--- config.mk ---
export PLATFORM = sky130hd
export DESIGN_NAME = bcd_serial_sub
export DESIGN_NICKNAME = d
export VERILOG_FILES = /design/src/rtl/bcd_serial_sub.sv
export SDC_FILE = /design/constraint.sdc
export NUM_CORES = 1
export LEC_CHECK = 0
export ABC_AREA = 1
export BUFFER_PORTS_ARGS = -buffer_cell sky130_fd_sc_hd__clkbuf_2
export CAP_MARGIN = 20
export CORE_ASPECT_RATIO = 1.4
export CORE_UTILIZATION = 40
export CTS_CLUSTER_SIZE = 10
export DETAILED_ROUTE_END_ITERATION = 8
export SYNTH_ARGS = -nofsm -noshare
export SYNTH_HDL_FRONTEND = slang
export SYNTH_SLANG_ARGS = --single-unit
--- constraint.sdc ---
create_clock -name clk -period 3.1 [get_ports clk]
set_input_delay 0.31 -clock clk [delete_from_list [all_inputs] [get_ports clk]]
set_output_delay 0.31 -clock clk [all_outputs]
set_load 0.05 [all_outputs]
--- src/rtl/bcd_serial_sub.sv ---
// bcd_serial_sub: digit-serial packed-BCD subtractor, one digit per clock, LSD first.
//   clk   - rising-edge clock
//   rst_n - asynchronous active-low reset
//   start - request a subtraction (honoured only while idle)
//   a, b  - minuend / subtrahend, packed BCD, digit 0 in [3:0]
//   bin   - borrow in, applied at digit 0
//   d     - BCD difference (10's complement when negative)
//   bout  - borrow out of the most significant digit
//   busy  - high while digits are being processed
//   done  - one-cycle completion pulse
//   err   - an accepted operand digit was greater than 9
module bcd_serial_sub #(
    parameter int DIGITS = 4
) (
    input  logic                  clk,
    input  logic                  rst_n,
    input  logic                  start,
    input  logic [4*DIGITS-1:0]   a,
    input  logic [4*DIGITS-1:0]   b,
    input  logic                  bin,
    output logic [4*DIGITS-1:0]   d,
    output logic                  bout,
    output logic                  busy,
    output logic                  done,
    output logic                  err
);
    localparam int W  = 4 * DIGITS;
    localparam int IW = DIGITS > 1 ? $clog2(DIGITS) : 1;
    typedef enum logic [1:0] {IDLE, SUB, DONE} state_t;
    state_t         state;
    logic [W-1:0]   op_a;
    logic [W-1:0]   op_b;
    logic [W-1:0]   acc;
    logic [W-1:0]   acc_nxt;
    logic           borrow;
    logic [IW-1:0]  idx;
    logic signed [5:0] t;
    logic           neg;
    logic [3:0]     dig;
    logic           bad;
    // Operands shift right each cycle so the current digit is always [3:0];
    // result digits enter acc from the top so the LSD ends up at [3:0].
    always_comb begin
        t       = 6'(op_a[3:0]) - 6'(op_b[3:0]) - 6'(borrow);
        neg     = t < 0;
        dig     = neg ? 4'(t + 6'sd10) : t[3:0];
        acc_nxt = W'({dig, acc} >> 4);
    end
    always_comb begin
        bad = 1'b0;
        for (int i = 0; i < DIGITS; i++)
            if (a[4*i +: 4] > 4'd9 || b[4*i +: 4] > 4'd9) bad = 1'b1;
    end
    always_ff @(posedge clk or negedge rst_n) begin
        if (!rst_n) begin
            state  <= IDLE;
            op_a   <= '0;
            op_b   <= '0;
            acc    <= '0;
            borrow <= 1'b0;
            idx    <= '0;
            d      <= '0;
            bout   <= 1'b0;
            busy   <= 1'b0;
            done   <= 1'b0;
            err    <= 1'b0;
        end else begin
            case (state)
                IDLE: if (start) begin
                    op_a   <= a;
                    op_b   <= b;
                    borrow <= bin;
                    idx    <= '0;
                    acc    <= '0;
                    err    <= bad;
                    busy   <= 1'b1;
                    state  <= SUB;
                end
                SUB: begin
                    op_a   <= op_a >> 4;
                    op_b   <= op_b >> 4;
                    borrow <= neg;
                    acc    <= acc_nxt;
                    idx    <= idx + 1'b1;
                    if (idx == IW'(DIGITS - 1)) begin
                        state <= DONE;
                        busy  <= 1'b0;
                        done  <= 1'b1;
                        d     <= acc_nxt;
                        bout  <= neg;
                    end
                end
                DONE: begin
                    done  <= 1'b0;
                    state <= IDLE;
                end
                default: state <= IDLE;
            endcase
        end
    end
endmodule

==> results of run 1 <==
cell usage after synthesis, types with 3 or more instances:
cell type | count | area [sq um]
inv_1 | 53 | 199
o21ai_1 | 4 | 20.0
buf_2 | 13 | 65.1
nor3_1 | 7 | 35.0
o211ai_1 | 16 | 120
nand2_1 | 74 | 278
a21oi_1 | 5 | 25.0
o22ai_1 | 9 | 56.3
a221oi_1 | 5 | 43.8
dfrtp_1 | 69 | 1730
inv_2 | 3 | 11.3
ha_1 | 8 | 100
o21ai_0 | 50 | 250
nand3_1 | 16 | 80.1
metal layers:
metal	part of all wire, %	up-vias
met4	0.94	0
li1	-	1254
met3	3.7	5
met1	45	1164
met2	51	60
met5	0	-
through the flow:
step / setup slack [ns] / std cells
floorplan: 0.956 / 349
global placement: 0.877 / 488
detailed placement: 0.834 / 488
CTS: 0.825 / 502
global route: 0.588 / 502
finish: 0.843 / 502
registers in the layout (all words and copies together), names as in the netlist:
name and count:
op_b 16, op_a 16, done 1, acc 12, state 2, d 16
err 1, idx 2, bout 1, borrow 1, busy 1
critical path, cell delays in order, from the launching register on:
cell and delay, ns:
dfrtp_1 0.36, inv_1 0.07, ha_1 0.14, inv_1 0.06, fa_1 0.47, inv_1 0.06
ha_1 0.20, xor2_1 0.18, inv_1 0.06, ha_1 0.20, inv_1 0.07, nand2_1 0.05
nand2_1 0.05, nand2_1 0.06, nand2_1 0.06, nand2_1 0.05
worst min path at each step:
stage               cells past startpoint  start              endpoint  slack, ns
floorplan                               0  rst_n   acc[10]$_DFFE_PN0P_       0.01
global placement                        1  rst_n      d[5]$_DFFE_PN0P_       0.41
detailed placement                      1  rst_n      d[9]$_DFFE_PN0P_       0.41
CTS                                     1  rst_n  op_b[15]$_DFFE_PN0P_       0.05
global route                            1  rst_n  op_b[15]$_DFFE_PN0P_       0.08
finish                                  1  rst_n      d[9]$_DFFE_PN0P_       0.04
kinds of logic (layout without fill, tap and decap cells):
kind of cell	Yosys count	in the layout	synth area share (%)
compound gates	91	91	16.9
xor+xnor	2	2	0.557
fa+ha+maj	9	9	3.82
buf+inv	73	129	9.46
flops	69	69	54.8
simple gates	105	105	14.4
layout make-up:
type | count | area [sq um] | share of cell area [%]
Clock buffer | 12 | 155 | 4.23
Timing Repair Buffer | 59 | 318 | 8.67
Inverter | 56 | 210 | 5.74
Sequential cell | 69 | 1730 | 47.1
Clock inverter | 2 | 10.0 | 0.273
Tap cell | 97 | 121 | 3.31
Multi-Input combinational cell | 207 | 1120 | 30.7
power groups by stage:
stage                     Sequential [mW]  Combinational (mW)  Clock [mW]
after floorplan                      1.87                1.69           0
after global placement               1.51                2.52           0
after detailed placement             1.52                2.59           0
after CTS                            1.50                2.60       0.653
after global routing                 1.55                2.95       0.686
final                                1.50                2.57       0.635
==> Flow_metrics.wiki, run 1 <==
{| class="wikitable"
! Metric !! Value
|-
| Starting utilization of the core area || 42.0%
|-
| Die W || 77.0 microns
|-
| Y dimension of the die || 107 microns
|-
| Worst reg2reg path endpoint || acc[15]$_DFFE_PN0P_
|-
| Worst Path Arrival || 2.48 ns
|-
| ANT cells || 0
|-
| Post-placement cell area || 3500 sq um
|-
| Slew at the pin closest to its max-slew limit || 0.732 ns
|-
| Max Clk Rate || 0.443 GHz
|-
| Relative slew slack || 51.2%
|-
| Total nets after synthesis || 394
|-
| Sum of negative setup slack || 0 ns
|-
| Power per Cell Area || 1280 nW/um^2
|-
| GR Util met2 || 30.6%
|-
| Number of hold violations in the final report || 0
|-
| Detailed-route wire length per cell || 13.0 microns
|-
| Area Growth Syn to Fin || 16.4%
|-
| Register-to-register setup slack || 0.84 ns
|-
| Wire length of the first global-routing pass || 11,300 microns
|-
| Share of flip-flops with an asynchronous set or reset || 100%
|-
| Top fanout value on the critical path || 3
|-
| Leakage Power || 1.87 nW
|-
| RSZ-0062 raised after global routing || false
|-
| Relative contribution of the clock network to total power || 13.5%
|-
| Met1 layer usage reported by global route || 21.3%
|-
| Max H-tree Level || 3
|-
| Top-level port count || 56
|-
| First element of the critical path || op_a[0]$_DFFE_PN0P_
|-
| Path category of the worst min-delay check || in2async
|-
| Post-route cell area || 3660 sq um
|-
| Share of layout cells above drive strength 1 || 19.8%
|-
| Flip-flop and latch count after synthesis || 69
|-
| Cts hold-fix bufs || 0
|-
| Global routing usage on met3 || 3.57%
|-
| Cell chosen for the clock root || clkbuf_8
|-
| Cells after synthesis || 349
|-
| Portion of the post-synthesis area used by sequential elements || 54.8%
|-
| Total count of max-transition violations in the final report || 0
|-
| Site row count || 37
|-
| Primary FF master, synth || dfrtp_1
|-
| Run status || complete, no violations
|-
| Most common library cell in the layout ignoring fill and taps || nand2_1
|-
| Post-CTS setup buffers || 0
|-
| Internal Power || 2.46 mW
|-
| Worst setup SP type || flop
|-
| Distinct cell type count after synthesis || 26
|-
| Number of nets with antenna violations after routing || 0
|-
| Final setup vio count || 0
|-
| Clock slew seen by the registers of the worst setup and hold paths || 0.07 ns
|-
| Number of max-capacitance violations reported || 0
|-
| Max Buffers Root-to-Sink || 2
|-
| Initial antenna violation count || 0
|-
| Total Die Area || 8230 sq um
|-
| Clk_skew || 0.00979 ns
|-
| Fill cells || 757
|-
| Via density per instance || 4.95
|-
| Total length of routed wires || 6510 microns
|-
| Most used cells in the layout excluding fill and tap cells || nand2_1, dfrtp_1, clkbuf_2
|-
| Clock latency at the later pin of the worst-skew pair || 0.33 ns
|-
| Share of power burned in registers || 31.9%
|-
| Net switching power || 2.25 mW
|-
| Layer with the highest usage || met2
|-
| VDD IR max || 0.000453 V
|-
| Crit path to || acc[15]$_DFFE_PN0P_
|-
| Crit end category || flop
|-
| Final routed DRC violation total || 0
|-
| Global route overflow || 0
|-
| Reg-to-reg critical path startpoint || op_a[0]$_DFFE_PN0P_
|-
| Via count || 2,483
|-
| Final design utilization || 48.9%
|-
| R2R cell count || 15
|-
| Final Power || 4.70 mW
|-
| Number of port buffers || 55
|-
| Maximum number of pins on one net before global-route repair || 55
|-
| Floorplan core area || 7500 sq um
|-
| Worst hold slack || 0.0406 ns
|-
| Logic pwr share || 54.6%
|-
| Summed instance area of the synthesized netlist || 3150 sq um
|-
| Placed wire-length estimate after detailed placement || 4620 microns
|-
| Critical Path RT || 3.32 ns
|-
| EDFF count, synth || 0
|-
| Clock buffers created by TritonCTS || 9
|-
| Total iterations of the first detailed-routing run || 4
|-
| Type of the setup path with the least slack || reg2reg
|-
| Post-Synthesis Mean Instance Area || 9.02 sq um
|-
| Overall global routing resource usage || 17.5%
|-
| Iteration-0 DRC Markers || 154
|-
| Fraction of power spent switching nets || 47.8%
|-
| Count of nets after finishing || 447
|-
| Time the worst path needs with I/O delays and setup || 2.26 ns
|-
| Number of sinks on the clock net || 69
|-
| Crit share post-route || 72.8%
|-
| TritonCTS clock tree || yes
|-
| Number of global-route vias before repair || 2,501
|-
| Post-cts sizing count || 0
|-
| Placer's final routability congestion estimate || 0.786
|-
| Number of synthesis warnings || 0
|}
Power figures use the tool's default switching activity.
==> run 2: changes to the inputs <==
==> constraint.sdc (replaced) <==
create_clock -name clk -period 1.9 [get_ports clk]
set_input_delay 0.19 -clock clk [delete_from_list [all_inputs] [get_ports clk]]
set_output_delay 0.19 -clock clk [all_outputs]
set_load 0.05 [all_outputs]
==> Flow_metrics.wiki, run 2 (synthesis gave the netlist of run 1 again) <==
{| class="wikitable"
! Metric !! Value
|-
| Run status || finished, violations left
|-
| Violated checks || setup timing
|-
| Post-placement cell area || 3640 sq um
|-
| RSZ-0062 raised after global routing || true
|-
| R2R cell count || 13
|-
| TritonCTS clock tree || yes
|-
| Y dimension of the die || 107 microns
|-
| ANT cells || 0
|-
| Area Growth Syn to Fin || 26.9%
|-
| Placed wire-length estimate after detailed placement || 4670 microns
|-
| Top fanout value on the critical path || 2
|-
| Reg-to-reg critical path startpoint || op_a[0]$_DFFE_PN0P_
|-
| Worst reg2reg path endpoint || acc[14]$_DFFE_PN0P_
|-
| Number of max-capacitance violations reported || 0
|-
| Hold depth || 3
|-
| Maximum number of pins on one net before global-route repair || 55
|-
| Site row count || 37
|-
| Cell chosen for the clock root || clkbuf_8
|-
| Number of global-route vias before repair || 2,590
|-
| Register-to-register setup slack || -0.25 ns
|-
| Share of layout cells above drive strength 1 || 27.5%
|-
| Overall global routing resource usage || 18.4%
|-
| Die W || 77.0 microns
|-
| Via count || 2,601
|-
| Total count of max-transition violations in the final report || 0
|-
| Initial antenna violation count || 0
|-
| Total length of routed wires || 6810 microns
|-
| Global route overflow || 0
|-
| Clock slew seen by the registers of the worst setup and hold paths || 0.07 ns
|-
| Min-delay src || a[12]
|-
| Worst setup SP type || flop
|-
| Max Clk Rate || 0.466 GHz
|-
| Slew at the pin closest to its max-slew limit || 0.308 ns
|-
| Clock latency at the later pin of the worst-skew pair || 0.34 ns
|-
| Number of sinks on the clock net || 69
|-
| Fill cells || 704
|-
| Starting utilization of the core area || 42.0%
|-
| Final setup vio count || 8
|-
| Path category of the worst min-delay check || in2reg
|-
| Type of the setup path with the least slack || reg2reg
|-
| Total Die Area || 8230 sq um
|-
| Clock buffers created by TritonCTS || 9
|-
| Number of port buffers || 55
|-
| Floorplan core area || 7500 sq um
|-
| Placer's final routability congestion estimate || 0.770
|-
| Instance count after placement with tap cells included || 501
|-
| Via density per instance || 4.97
|-
| Final WS setup || -0.245 ns
|-
| Critical Path RT || 2.15 ns
|-
| Post-route cell area || 3990 sq um
|-
| Largest registers in the final layout || d x16, op_a x16, op_b x16
|-
| Detailed-route wire length per cell || 13.0 microns
|-
| Max Buffers Root-to-Sink || 2
|-
| Crit share post-route || 113%
|-
| Number of standard cells in the final layout excluding fillers || 523
|-
| Most used cells in the layout excluding fill and tap cells || nand2_1, dfrtp_1, clkbuf_2
|-
| Count of nets after finishing || 466
|-
| Hold path endpoint || op_a[12]$_DFFE_PN0P_
|-
| Time the worst path needs with I/O delays and setup || 2.15 ns
|-
| Number of nets with antenna violations after routing || 0
|-
| Top-level port count || 56
|-
| Clk_skew || 0.00886 ns
|-
| Crit end category || flop
|-
| Wire length of the first global-routing pass || 11,700 microns
|-
| Total iterations of the first detailed-routing run || 4
|-
| Max H-tree Level || 3
|-
| Final routed DRC violation total || 0
|-
| Number of hold violations in the final report || 0
|-
| Worst Path Arrival || 2.40 ns
|-
| Relative slew slack || 79.4%
|-
| Iteration-0 DRC Markers || 120
|}
==> run 2: what timing repair did <==
| item | CTS | global route |
|---|---|---|
| pin swaps | 3 | 6 |
| gates resized for setup | 9 | 13 |
| setup endpoints to repair | 8 | 8 |
| buffers inserted | 5 | 1 |
| endpoints found under the hold margin | 69 | 0 |
| hold buffers | 1 | 0 |
==> run 2: through the flow <==
step | hold WS, ns | TNS (ns) | setup WS [ns] | utilization (%)
6_report | 0.0943 | -1.23 | -0.245 | 53.3
2_1_floorplan | -0.106 | -0.720 | -0.191 | -
5_1_grt | 0.0861 | -2.19 | -0.361 | 53.3
3_3_place_gp | 0.203 | -1.47 | -0.242 | 48.5
3_5_place_dp | 0.207 | -2.04 | -0.335 | 48.5
4_1_cts | 0.0812 | -1.43 | -0.236 | 52.6
==> run 2: critical path, stage by stage (launching register included) <==
cell and delay (ns):
dfrtp_1 0.38, inv_2 0.07, ha_4 0.12, inv_2 0.04, fa_1 0.52, inv_2 0.06
ha_4 0.17, xor2_4 0.15, inv_2 0.06, ha_4 0.25, inv_1 0.04, nand2_2 0.07
nand3_1 0.06, o21ai_1 0.09
==> run 2: final cells by class <==
type | instances | area [sq um] | area share [%]
clock buffer | 13 | 159 | 3.98
multi-input combinational | 207 | 1220 | 30.5
clock inverter | 3 | 67.6 | 1.69
sequential | 69 | 1730 | 43.2
inverter | 56 | 210 | 5.26
tap | 97 | 121 | 3.04
timing repair buffer | 78 | 492 | 12.3
==> run 2: worst max path at each step <==
stage	start	endpoint
after floorplan	op_a[0]$_DFFE_PN0P_	acc[14]$_DFFE_PN0P_
after global placement	op_a[0]$_DFFE_PN0P_	acc[14]$_DFFE_PN0P_
after detailed placement	op_a[0]$_DFFE_PN0P_	acc[14]$_DFFE_PN0P_
after CTS	op_a[0]$_DFFE_PN0P_	acc[14]$_DFFE_PN0P_
after global routing	op_a[0]$_DFFE_PN0P_	acc[15]$_DFFE_PN0P_
final	op_a[0]$_DFFE_PN0P_	acc[14]$_DFFE_PN0P_
==> run 2: per-layer routing <==
| metal | GRT usage [%] | part of all wire [%] | vias to the layer above |
|---|---|---|---|
| met5 | 0 | 0 | - |
| li1 | - | - | 1299 |
| met2 | 31.4 | 50 | 69 |
| met3 | 2.55 | 3.7 | 11 |
| met1 | 22.6 | 44 | 1222 |
| met4 | 9.30 | 2.1 | 0 |
Power of run 2 is left out: the tool's default activity adds up to more than one toggle a clock period on the data nets, which glitch-free logic cannot reach.
==> run 3: changes to the inputs <==
--- a/config.mk
+++ b/config.mk
@@ -9,7 +9,7 @@
 export BUFFER_PORTS_ARGS = -buffer_cell sky130_fd_sc_hd__clkbuf_2
 export CAP_MARGIN = 20
 export CORE_ASPECT_RATIO = 1.4
-export CORE_UTILIZATION = 40
+export CORE_UTILIZATION = 30
 export CTS_CLUSTER_SIZE = 10
 export DETAILED_ROUTE_END_ITERATION = 8
 export SYNTH_ARGS = -nofsm -noshare
==> Flow_metrics.wiki, run 3 (synthesis gave the netlist of run 1 again) <==
{| class="wikitable"
! Metric !! Value
|-
| Global routing usage on met3 || 2.54%
|-
| Overall global routing resource usage || 13.8%
|-
| Crit end category || flop
|-
| Critical path cell sequence || inv_2 -> ha_4 -> inv_2 -> fa_1 -> inv_2 -> ha_4 -> xor2_2 -> inv_2 -> ha_4 -> inv_2 -> nand2_2 -> nand2_1 -> nand2_1 -> nand2_1 -> nand2_1
|-
| Most common library cell in the layout ignoring fill and taps || nand2_1
|-
| Final WS setup || -0.190 ns
|-
| Clock slew seen by the registers of the worst setup and hold paths || 0.06 ns
|-
| Max Buffers Root-to-Sink || 2
|-
| Area Growth Syn to Fin || 27.8%
|-
| Fill cells || 1,030
|-
| Clock latency at the later pin of the worst-skew pair || 0.32 ns
|-
| Placer's final routability congestion estimate || 0.742
|-
| RSZ-0062 raised after global routing || true
|-
| Global route overflow || 0
|-
| Instance count after placement with tap cells included || 539
|-
| Most used cells in the layout excluding fill and tap cells || nand2_1, dfrtp_1, clkbuf_2
|-
| Wire length of the first global-routing pass || 11,500 microns
|-
| Slew at the pin closest to its max-slew limit || 0.475 ns
|-
| Delay of the slowest cell on the worst path || 0.48 ns
|-
| Time the worst path needs with I/O delays and setup || 2.09 ns
|-
| Number of port buffers || 55
|-
| Dominant delay contributor by cell family on the critical path || adder cells
|-
| Final routed DRC violation total || 0
|-
| GR Util met2 || 23.3%
|-
| Area of the multi-input gates || 1190 sq um
|-
| Die W || 88.6 microns
|-
| Maximum number of pins on one net before global-route repair || 70
|-
| Iteration-0 DRC Markers || 94
|-
| Sequential standard cell area || 1730 sq um
|-
| Path category of the worst min-delay check || in2reg
|-
| Total length of routed wires || 6890 microns
|-
| ANT cells || 0
|-
| Worst setup SP type || flop
|-
| Top-level port count || 56
|-
| Total count of max-transition violations in the final report || 0
|-
| Site row count || 43
|-
| Met1 layer usage reported by global route || 17.3%
|-
| Number of max-capacitance violations reported || 0
|-
| Number of standard cells in the final layout excluding fillers || 557
|-
| Detailed-route wire length per cell || 12.4 microns
|-
| Initial antenna violation count || 0
|-
| Clock buffers created by TritonCTS || 9
|-
| Number of global-route vias before repair || 2,478
|-
| Total iterations of the first detailed-routing run || 5
|-
| Max Clk Rate || 0.479 GHz
|-
| Critical Path RT || 2.11 ns
|-
| Type of the setup path with the least slack || reg2reg
|-
| Number of hold violations in the final report || 0
|-
| Crit share post-route || 110%
|-
| Starting utilization of the core area || 31.3%
|-
| Placed wire-length estimate after detailed placement || 4790 microns
|-
| Crit path buf inv count || 5
|-
| Violated checks || setup timing
|-
| TritonCTS clock tree || yes
|-
| Max H-tree Level || 3
|-
| Relative slew slack || 68.3%
|-
| Layer with the highest usage || met2
|-
| Top fanout value on the critical path || 2
|-
| Worst Path Arrival || 2.30 ns
|-
| Largest registers in the final layout || d x16, op_a x16, op_b x16
|-
| Y dimension of the die || 123 microns
|-
| Number of nets with antenna violations after routing || 0
|-
| Share of layout cells above drive strength 1 || 26.3%
|-
| Floorplan core area || 10,100 sq um
|-
| Sum of negative setup slack || -0.934 ns
|-
| Total Die Area || 10,900 sq um
|-
| Via density per instance || 4.60
|-
| Final setup vio count || 7
|-
| Most common cell on crit path || inv_2
|-
| Number of sinks on the clock net || 69
|-
| Max stage delay cell, worst path || fa_1
|-
| Via count || 2,560
|-
| Cell chosen for the clock root || clkbuf_16
|-
| Count of nets after finishing || 462
|-
| Clk_skew || 0.00521 ns
|-
| Run status || finished, violations left
|}
-- run 3: changes by cell type in the layout (fill, tap and decap cells not counted), sizes merged --
cell / before / now
clkbuf: 67 / 66
buf: 23 / 19
bufinv: 2 / 0
clkinv: 0 / 3
-- run 3: stage by stage --
step                      hold WS [ns]  area [sq um]  worst slack [ns]  utilization, %
after floorplan                 -0.106          3160            -0.191               -
after global placement           0.243          3670            -0.236            36.5
after detailed placement         0.249          3670            -0.291            36.5
after CTS                        0.121          4000            -0.214            39.7
after global routing             0.146          4020            -0.310            40.0
final                            0.124          4020            -0.190            40.0
-- run 3: area by class of cell --
type,count,area share [%]
Sequential cell,69,42.9
Multi-Input combinational cell,207,29.6
Timing Repair Buffer,74,11.1
Clock buffer,12,6.38
Inverter,56,5.23
Tap cell,135,4.20
Clock inverter,4,0.560
-- run 3: tightest hold or removal path: stages --
cell and delay [ns]:
clkbuf_2 0.08, nand3_1 0.07, o21ai_0 0.07
-- run 3: repair_timing --
action / in CTS / in global routing
pin swaps: 1 / 2
hold buffers: 1 / 0
setup buffers: 1 / 0
endpoints found under the hold margin: 69 / 0
setup endpoints to repair: 8 / 8
resized for setup: 8 / 7
-- run 3: worst paths after layout --
check | startpoint | endpoint | slack, ns | cells after the start
setup reg to reg | op_a[0]$_DFFE_PN0P_ | acc[15]$_DFFE_PN0P_ | -0.19 | 15
min in group asynchronous | rst_n | d[5]$_DFFE_PN0P_ | 0.41 | 3
hold reg to reg | acc[13]$_DFFE_PN0P_ | acc[13]$_DFFE_PN0P_ | 0.47 | 2
max in group asynchronous | rst_n | op_b[15]$_DFFE_PN0P_ | 1.17 | 3
hold / removal | a[14] | op_a[14]$_DFFE_PN0P_ | 0.12 | 3
setup / recovery | op_a[0]$_DFFE_PN0P_ | acc[15]$_DFFE_PN0P_ | -0.19 | 15
-- run 3: routing by layer --
metal	part of all wire [%]	vias up
met5	0	-
met4	1.5	0
met3	4.6	8
met2	49	71
met1	44	1197
li1	-	1284
Power of run 3 is left out for the same reason.
